**src/rtl/mac_pkg.sv**
```systemverilog
`default_nettype none
// ============================================================================
// Module  : mac_pkg
// Brief   : Shared widths and types for the MAC result collector.
// Revision: 1.0 - initial release
// ============================================================================
package mac_pkg;

    localparam int PSUM_WIDTH  = 34;
    localparam int MAC_LATENCY = 3;
    localparam int ACC_WIDTH   = 40;
    localparam int OUT_WIDTH   = 16;

    typedef struct packed {
        logic signed [OUT_WIDTH-1:0] data;
        logic                        sat;
    } res_entry_t;

    typedef struct packed {
        logic valid;
        logic last;
    } tag_t;

endpackage
`default_nettype wire

```
**src/rtl/mac_result_collector_if.sv**
```systemverilog
`default_nettype none
// ============================================================================
// Module  : mac_result_collector_if
// Brief   : Issue-credit and result valid/ready bundle of the result collector.
// Revision: 1.0 - initial release
// ============================================================================
interface mac_result_collector_if #(
    parameter int PSUM_WIDTH = mac_pkg::PSUM_WIDTH,
    parameter int OUT_WIDTH  = mac_pkg::OUT_WIDTH
) ();

    logic                         issue_valid_in;
    logic                         issue_last_in;
    logic                         issue_ready_out;
    logic [PSUM_WIDTH-1:0]        psum_in;
    logic [5:0]                   cfg_shift_in;
    logic                         res_valid_out;
    logic                         res_ready_in;
    logic signed [OUT_WIDTH-1:0]  res_data_out;
    logic                         res_sat_out;

    modport master (
        output issue_valid_in, issue_last_in, psum_in, cfg_shift_in, res_ready_in,
        input  issue_ready_out, res_valid_out, res_data_out, res_sat_out
    );

    modport slave (
        input  issue_valid_in, issue_last_in, psum_in, cfg_shift_in, res_ready_in,
        output issue_ready_out, res_valid_out, res_data_out, res_sat_out
    );

endinterface
`default_nettype wire

```
**src/rtl/mac_result_fifo.sv**
```systemverilog
`default_nettype none
// ============================================================================
// Module  : mac_result_fifo
// Brief   : Synchronous first-word-fall-through FIFO of requantised results.
// Revision: 1.0 - initial release
// ============================================================================
module mac_result_fifo
    import mac_pkg::*;
#(
    parameter int DEPTH = 4
) (
    input  wire logic                     clk,
    input  wire logic                     rst_in,
    input  wire logic                     i_push,
    input  wire res_entry_t               i_push_data,
    input  wire logic                     i_pop,
    output res_entry_t                    o_head,
    output logic [$clog2(DEPTH):0]        o_count
);

    localparam int c_addr_w = $clog2(DEPTH);

    res_entry_t            r_mem [DEPTH];
    logic [c_addr_w-1:0]   r_wr_ptr;
    logic [c_addr_w-1:0]   r_rd_ptr;
    logic [c_addr_w:0]     r_count;
    logic                  w_pop;

    // Popping an empty FIFO is silently ignored.
    assign w_pop = i_pop && (r_count != '0);

    always_ff @(posedge clk) begin
        if (i_push) begin
            r_mem[r_wr_ptr] <= i_push_data;
        end
    end

    always_ff @(posedge clk) begin
        if (rst_in) begin
            r_wr_ptr <= '0;
            r_rd_ptr <= '0;
            r_count  <= '0;
        end else begin
            if (i_push) begin
                r_wr_ptr <= r_wr_ptr + 1'b1;
            end
            if (w_pop) begin
                r_rd_ptr <= r_rd_ptr + 1'b1;
            end
            case ({i_push, w_pop})
                2'b10:   r_count <= r_count + 1'b1;
                2'b01:   r_count <= r_count - 1'b1;
                default: r_count <= r_count;
            endcase
        end
    end

    assign o_head  = (r_count != '0) ? r_mem[r_rd_ptr] : '0;
    assign o_count = r_count;

endmodule
`default_nettype wire

```
**src/rtl/mac_result_collector.sv**
```systemverilog
`default_nettype none
// ============================================================================
// Module  : mac_result_collector
// Brief   : Matures MAC partial sums, accumulates groups, requantises and
//           buffers results while issuing credit to the operand feeder.
// Revision: 1.0 - initial release
// ============================================================================
module mac_result_collector #(
    parameter int PSUM_WIDTH  = mac_pkg::PSUM_WIDTH,
    parameter int MAC_LATENCY = mac_pkg::MAC_LATENCY,
    parameter int ACC_WIDTH   = mac_pkg::ACC_WIDTH,
    parameter int OUT_WIDTH   = mac_pkg::OUT_WIDTH,
    parameter int FIFO_DEPTH  = 4
) (
    input  wire logic               clk,
    input  wire logic               rst_in,
    mac_result_collector_if.slave   bus,
    output logic                    busy_out
);
    import mac_pkg::*;

    localparam int c_cnt_w = $clog2(FIFO_DEPTH) + 1;
    localparam logic signed [ACC_WIDTH:0] c_one = (ACC_WIDTH+1)'(1);
    localparam logic signed [ACC_WIDTH:0] c_max = (c_one <<< (OUT_WIDTH-1)) - c_one;
    localparam logic signed [ACC_WIDTH:0] c_min = ~c_max;

    tag_t                        r_tag [MAC_LATENCY];
    logic signed [ACC_WIDTH-1:0] r_acc;
    logic                        r_acc_nonempty;

    tag_t                        w_mature;
    logic                        w_ready;
    logic                        w_accept;
    logic                        w_push;
    logic [7:0]                  w_inflight_last;
    logic [7:0]                  w_reserved;
    logic                        w_any_valid;
    logic [c_cnt_w-1:0]          w_count;
    logic signed [ACC_WIDTH-1:0] w_sum;
    logic signed [ACC_WIDTH:0]   w_ext;
    logic signed [ACC_WIDTH:0]   w_round;
    logic signed [ACC_WIDTH:0]   w_shifted;
    res_entry_t                  w_entry;
    res_entry_t                  w_head;

    assign w_mature = r_tag[MAC_LATENCY-1];
    assign w_accept = bus.issue_valid_in & w_ready;
    assign w_push   = w_mature.valid & w_mature.last;

    // Every last tag in flight already owns a FIFO slot, so a push never finds it full.
    always_comb begin
        w_inflight_last = '0;
        w_any_valid     = 1'b0;
        for (int i = 0; i < MAC_LATENCY; i++) begin
            w_inflight_last = w_inflight_last + {7'd0, r_tag[i].valid & r_tag[i].last};
            w_any_valid     = w_any_valid | r_tag[i].valid;
        end
    end

    assign w_reserved = 8'(w_count) + w_inflight_last;
    assign w_ready    = (w_reserved < 8'(FIFO_DEPTH));

    // Round half up, then arithmetic shift, one bit wider than the accumulator.
    assign w_sum     = r_acc + {{(ACC_WIDTH-PSUM_WIDTH){bus.psum_in[PSUM_WIDTH-1]}}, bus.psum_in};
    assign w_ext     = {w_sum[ACC_WIDTH-1], w_sum};
    assign w_round   = (bus.cfg_shift_in != 6'd0) ? (c_one << (bus.cfg_shift_in - 6'd1)) : '0;
    assign w_shifted = (w_ext + w_round) >>> bus.cfg_shift_in;

    always_comb begin
        w_entry = '0;
        if (w_shifted > c_max) begin
            w_entry.data = c_max[OUT_WIDTH-1:0];
            w_entry.sat  = 1'b1;
        end else if (w_shifted < c_min) begin
            w_entry.data = c_min[OUT_WIDTH-1:0];
            w_entry.sat  = 1'b1;
        end else begin
            w_entry.data = w_shifted[OUT_WIDTH-1:0];
        end
    end

    always_ff @(posedge clk) begin
        if (rst_in) begin
            for (int i = 0; i < MAC_LATENCY; i++) begin
                r_tag[i] <= '0;
            end
            r_acc          <= '0;
            r_acc_nonempty <= 1'b0;
        end else begin
            r_tag[0] <= '{valid: w_accept, last: w_accept & bus.issue_last_in};
            for (int i = 1; i < MAC_LATENCY; i++) begin
                r_tag[i] <= r_tag[i-1];
            end
            if (w_mature.valid) begin
                if (w_mature.last) begin
                    r_acc          <= '0;
                    r_acc_nonempty <= 1'b0;
                end else begin
                    r_acc          <= w_sum;
                    r_acc_nonempty <= 1'b1;
                end
            end
        end
    end

    // The FIFO entry type is sized by the package OUT_WIDTH.
    mac_result_fifo #(
        .DEPTH (FIFO_DEPTH)
    ) u_fifo (
        .clk         (clk),
        .rst_in      (rst_in),
        .i_push      (w_push),
        .i_push_data (w_entry),
        .i_pop       (bus.res_ready_in),
        .o_head      (w_head),
        .o_count     (w_count)
    );

    assign bus.issue_ready_out = w_ready;
    assign bus.res_valid_out   = (w_count != '0);
    assign bus.res_data_out    = w_head.data;
    assign bus.res_sat_out     = w_head.sat;
    assign busy_out            = w_any_valid | r_acc_nonempty;

endmodule
`default_nettype wire

```
**src/flat_wrapper.sv**
```systemverilog
// flat-port wrapper written by rule: the top's interface ports become plain ports
module mac_result_collector_flat import mac_pkg::*;
#(
    parameter int PSUM_WIDTH  = mac_pkg::PSUM_WIDTH,
    parameter int MAC_LATENCY = mac_pkg::MAC_LATENCY,
    parameter int ACC_WIDTH   = mac_pkg::ACC_WIDTH,
    parameter int OUT_WIDTH   = mac_pkg::OUT_WIDTH,
    parameter int FIFO_DEPTH  = 4
)
  (clk, rst_in, busy_out, bus_issue_valid_in, bus_issue_last_in, bus_psum_in, bus_cfg_shift_in, bus_res_ready_in, bus_issue_ready_out, bus_res_valid_out, bus_res_data_out, bus_res_sat_out);
  mac_result_collector_if #(.PSUM_WIDTH(PSUM_WIDTH), .OUT_WIDTH(OUT_WIDTH)) bus_i ();
  input  wire logic clk;
  input  wire logic rst_in;
  output logic busy_out;
  input wire logic [$bits(bus_i.issue_valid_in)-1:0] bus_issue_valid_in;
  input wire logic [$bits(bus_i.issue_last_in)-1:0] bus_issue_last_in;
  input wire logic [$bits(bus_i.psum_in)-1:0] bus_psum_in;
  input wire logic [$bits(bus_i.cfg_shift_in)-1:0] bus_cfg_shift_in;
  input wire logic [$bits(bus_i.res_ready_in)-1:0] bus_res_ready_in;
  output wire logic [$bits(bus_i.issue_ready_out)-1:0] bus_issue_ready_out;
  output wire logic [$bits(bus_i.res_valid_out)-1:0] bus_res_valid_out;
  output wire logic [$bits(bus_i.res_data_out)-1:0] bus_res_data_out;
  output wire logic [$bits(bus_i.res_sat_out)-1:0] bus_res_sat_out;
  assign bus_i.issue_valid_in = bus_issue_valid_in;
  assign bus_i.issue_last_in = bus_issue_last_in;
  assign bus_i.psum_in = bus_psum_in;
  assign bus_i.cfg_shift_in = bus_cfg_shift_in;
  assign bus_i.res_ready_in = bus_res_ready_in;
  assign bus_issue_ready_out = bus_i.issue_ready_out;
  assign bus_res_valid_out = bus_i.res_valid_out;
  assign bus_res_data_out = bus_i.res_data_out;
  assign bus_res_sat_out = bus_i.res_sat_out;
  mac_result_collector #(.PSUM_WIDTH(PSUM_WIDTH), .MAC_LATENCY(MAC_LATENCY), .ACC_WIDTH(ACC_WIDTH), .OUT_WIDTH(OUT_WIDTH), .FIFO_DEPTH(FIFO_DEPTH)) u_core (.clk(clk), .rst_in(rst_in), .bus(bus_i), .busy_out(busy_out));
endmodule
```
**config.mk**
```make
export PLATFORM = sky130hd
export DESIGN_NAME = mac_result_collector_flat
export DESIGN_NICKNAME = d
export VERILOG_FILES = /design/src/rtl/mac_pkg.sv /design/src/rtl/mac_result_collector_if.sv /design/src/rtl/mac_result_fifo.sv /design/src/rtl/mac_result_collector.sv /design/src/flat_wrapper.sv
export SDC_FILE = /design/constraint.sdc
export NUM_CORES = 1
export LEC_CHECK = 0
export ABC_AREA = 1
export CELL_PAD_IN_SITES_DETAIL_PLACEMENT = 1
export CELL_PAD_IN_SITES_GLOBAL_PLACEMENT = 1
export CORE_MARGIN = 1
export CORE_UTILIZATION = 40
export CTS_CLUSTER_DIAMETER = 30
export CTS_CLUSTER_SIZE = 20
export DETAILED_ROUTE_END_ITERATION = 12
export HOLD_SLACK_MARGIN = 0.06
export PLACE_DENSITY = 0.78
export SYNTH_ARGS = -nofsm -noshare
export SYNTH_HDL_FRONTEND = slang
export SYNTH_SLANG_ARGS = --single-unit
```
**constraint.sdc**
```tcl
create_clock -name clk -period 9.5 [get_ports clk]
set_clock_uncertainty 0.05 [all_clocks]
set_input_delay 0.95 -clock clk [delete_from_list [all_inputs] [get_ports clk]]
set_output_delay 0.95 -clock clk [all_outputs]
set_load 0.05 [all_outputs]
```
==> results.yml <==
outcome:
  status: "finished, final reports clean"
pwr:
  internal_power_mw: 1.147
  combPwrFrac_pct: 36.8
  power_density_nw_per_um2: 128.0
  pwr-share-seq_pct: 30.7
  cellLeakagePower_nw: 7.193
  clkPwrFrac_pct: 32.5
  switching_share_pct: 40.15
  total_power_mw: 1.917
  vdd_drop_max_mv: 0.1214
  switchingPower_mw: 0.7696
clock_tree:
  root_buffer: "clkbuf_16"
  clock_path_buffers: 2
  cts.sink_count: 124
  post_cts_buffers: 0
  cts_max_level: 4
  clkTransAtPathRegs_ps: 60
  clk_latency_ps: 430
  cts.repair.resized: 0
  tritoncts: "built"
  ctsHoldBuffers: 0
  numCtsBuffers: 17
drt:
  vias_per_cell: 5.624
  vias: 15160
  first_iter_violations: 990
  wl_mm: 54.90
  firstDrtPassIters: 5
  ant_nets: 0
  wl_per_cell_um: 20.36
  drc: 0
logic_synthesis:
  syn-num-nets: 2351
  netlist_area_um2: 13430
  ys_seq_elements: 124
  ys_warn_count: 0
  synthArstFlopShare_pct: 0
  ys_seq_area_share_pct: 23.56
  synth_edf_count: 68
  syn_area_per_cell_um2: 6.060
  yosysUniqueCellTypes: 51
  syn_inst: 2216
  synth-main-ff-cell: "edfxtp_1"
placement:
  dp.cells: 2663
  place_hpwl_mm: 44.04
  preCtsSetupSlack_ps: 992.8
  port_buffers: 64
  place_congestion: 1.043
sta:
  tns_ps: 0
  rsz0062_at_grt: "false"
  drv_slew: 0
  maxSlewHeadroom_pct: 24.87
  worst_slack_ps: 1288
  hold_viol: 0
  tightest_slew_ps: 1127
  timing.fmax_ghz: 0.1218
  min_period_over_period_pct: 86.45
  min_period_ps: 8212
  setup_viol: 0
finish:
  fill_cells: 4541
  drive_gt1_share_pct: 5.459
  nNetsFinal: 2375
  area_delta_synth_final_pct: 11.53
  regArea_um2: 3163
  multiInputGateArea_um2: 9091
  fin_cells: 2696
flow_run:
  max_cap_viol_count: 0
global_route:
  grt_pass1_wl_mm: 86.15
  grt_usage_pct: 32.87
  overflow: 0
  grt_pass1_vias: 15520
  grt_start_max_net_pins: 56
  antenna_found_initial: 3
floorplanning:
  core_um2: 32780
  dieArea_um2: 34310
  io-pin-count: 65
  die-height_um: 185.2
  placementRows: 66
  dieWidth_um: 185.2
  start_util_pct: 40.96
critical_path:
  crit_arrival_ps: 8300
  worst_path_largest_cell_delay_ps: 430
  cp_num_buf_inv: 3
  worstPathMaxFanout: 16
  worstSetupPathType: "in2reg"
  setup.worst_path.start_class: "input pin"
  worst_path_max_delay_cell: "fa_1"
  worstPathRequired_ps: 9590
  crit_top_cell: "nand3_1"
  cp_top_family: "simple AND/OR/NAND/NOR gates"
  endpoint_kind: "flop"
hold_path:
  hp-class: "reg2reg"
## synth_stat cells (2+ instances only)
master    instances  area (µm²)
o211ai_1          9       67.56
a21oi_1         164       820.8
buf_2            19       95.09
o21bai_1         10       75.07
nand2_2          23       143.9
nand3_1         283        1416
buf_1            11       41.29
dfxtp_1          56        1121
nor2_1          255       957.2
xor2_1           28       245.2
a21o_1            9       67.56
fa_1              3       60.06
inv_2             5       18.77
nor2_2            9       56.30
clkbuf_1         42       157.7
buf_4             3       22.52
a31oi_1          10       62.56
a21boi_0          4       30.03
mux2i_1           4       40.04
edfxtp_1         68        2042
nand3_2          10       100.1
o21ai_0          85       425.4
nand4_1          17       106.4
nor3_1            9       45.04
nor2_4            2       22.52
a21oi_2           6       52.55
nor4_1            2       12.51
o21a_1            9       67.56
nand2_4           6       67.56
nand2_1         686        2575
nand3b_1         11       82.58
ha_1             87        1089
inv_1           215       807.0
and3_1            2       12.51
nor3b_1           4       30.03
a211oi_1          2       15.01
o21ai_1          14       70.07
o221ai_1          2       17.52
xnor2_1          20       175.2
## worst register-to-register path, delay by kind of cell (launching register included)
kind / cells / cell delay, ps
simple gates: 24 / 3310
compound gates: 10 / 2380
fa+ha+maj: 3 / 1060
buf+inv: 2 / 190
flops: 1 / 310
## layout by cell type, fill, tap and decap left out, types with 8 or more instances in the layout
cell type / Yosys / final
nand2_1: 686 / 686
nand3_1: 283 / 283
nor2_1: 255 / 253
inv_1: 215 / 215
a21oi_1: 164 / 164
ha_1: 87 / 87
o21ai_0: 85 / 85
edfxtp_1: 68 / 68
clkdlybuf4s50_1: 0 / 60
dfxtp_1: 56 / 56
xor2_1: 28 / 28
nand2_2: 23 / 23
xnor2_1: 20 / 20
nand4_1: 17 / 17
clkbuf_16: 0 / 17
buf_4: 3 / 17
o21ai_1: 14 / 14
nor2_2: 9 / 11
nand3b_1: 11 / 11
a31oi_1: 10 / 10
o21bai_1: 10 / 10
nand3_2: 10 / 10
a21o_1: 9 / 9
o21a_1: 9 / 9
o211ai_1: 9 / 9
nor3_1: 9 / 8
## power groups by stage
stage	sequential, mW	clock, mW	combinational [mW]
2_1_floorplan	0.598	0	0.462
3_3_place_gp	0.600	0	0.675
3_5_place_dp	0.600	0	0.691
4_1_cts	0.589	0.633	0.695
5_1_grt	0.590	0.651	0.767
6_report	0.589	0.623	0.705
## layer usage
metal / share of wire [%] / GRT usage, %
met4: 4.5 / 15.60
met3: 5.3 / 4.365
met5: 0.029 / 0
met2: 46 / 54.04
met1: 45 / 42.33
## through the flow
step,area (µm²),hold WS (ps),util [%]
after floorplan,13430,353.3,-
after global placement,14410,371.2,43.95
after detailed placement,14410,375.2,43.95
after CTS,14970,386.9,45.67
after global routing,14970,397.5,45.67
final,14980,385.7,45.68
## worst paths after layout
check	startpoint	endpoint	slack [ps]	cells past startpoint
worst max register to register	u_core.r_acc[0]$_SDFFE_PP0P_	u_core.u_fifo.r_mem[2][2]$_DFFE_PP_	1930	39
worst min register to register	u_core.r_tag[0][0]$_SDFF_PP0_	u_core.r_tag[0][2]$_SDFF_PP0_	390	2
worst max-delay path	bus_psum_in[0]	u_core.u_fifo.r_mem[2][2]$_DFFE_PP_	1290	40
worst min-delay path	u_core.r_tag[0][0]$_SDFF_PP0_	u_core.r_tag[0][2]$_SDFF_PP0_	390	2
## cells by family after synthesis
family / Yosys count / synth area share (%)
AO/OA/AOI/OAI: 325 / 13.25
buffers and inverters: 300 / 8.815
AND/OR/NAND/NOR: 1325 / 42.40
adder cells (fa/ha/maj): 90 / 8.554
XOR/XNOR: 48 / 3.131
multiplexers: 4 / 0.2982
flip-flops: 124 / 23.56
## area by class of cell
class                      instances  share of cell area (%)
multi-input combinational       1792                   60.71
clock inverter                    15                  0.9357
clock buffer                      17                   2.841
tap                              442                   3.693
sequential                       124                   21.12
timing repair buffer              81                   4.996
antenna                            1                 0.01671
inverter                         224                   5.690
## flip-flops by register name, summed over array words and instances (netlist names), named ones only
| register | flops |
|---|---|
| u_core.u_fifo.r_rd_ptr | 2 |
| u_core.r_tag | 6 |
| u_core.u_fifo.o_count | 3 |
| u_core.u_fifo.r_mem | 68 |
| u_core.u_fifo.r_wr_ptr | 2 |
| u_core.r_acc_nonempty | 1 |
| u_core.r_acc | 40 |
No activity file was read; power rests on OpenSTA's default activity.
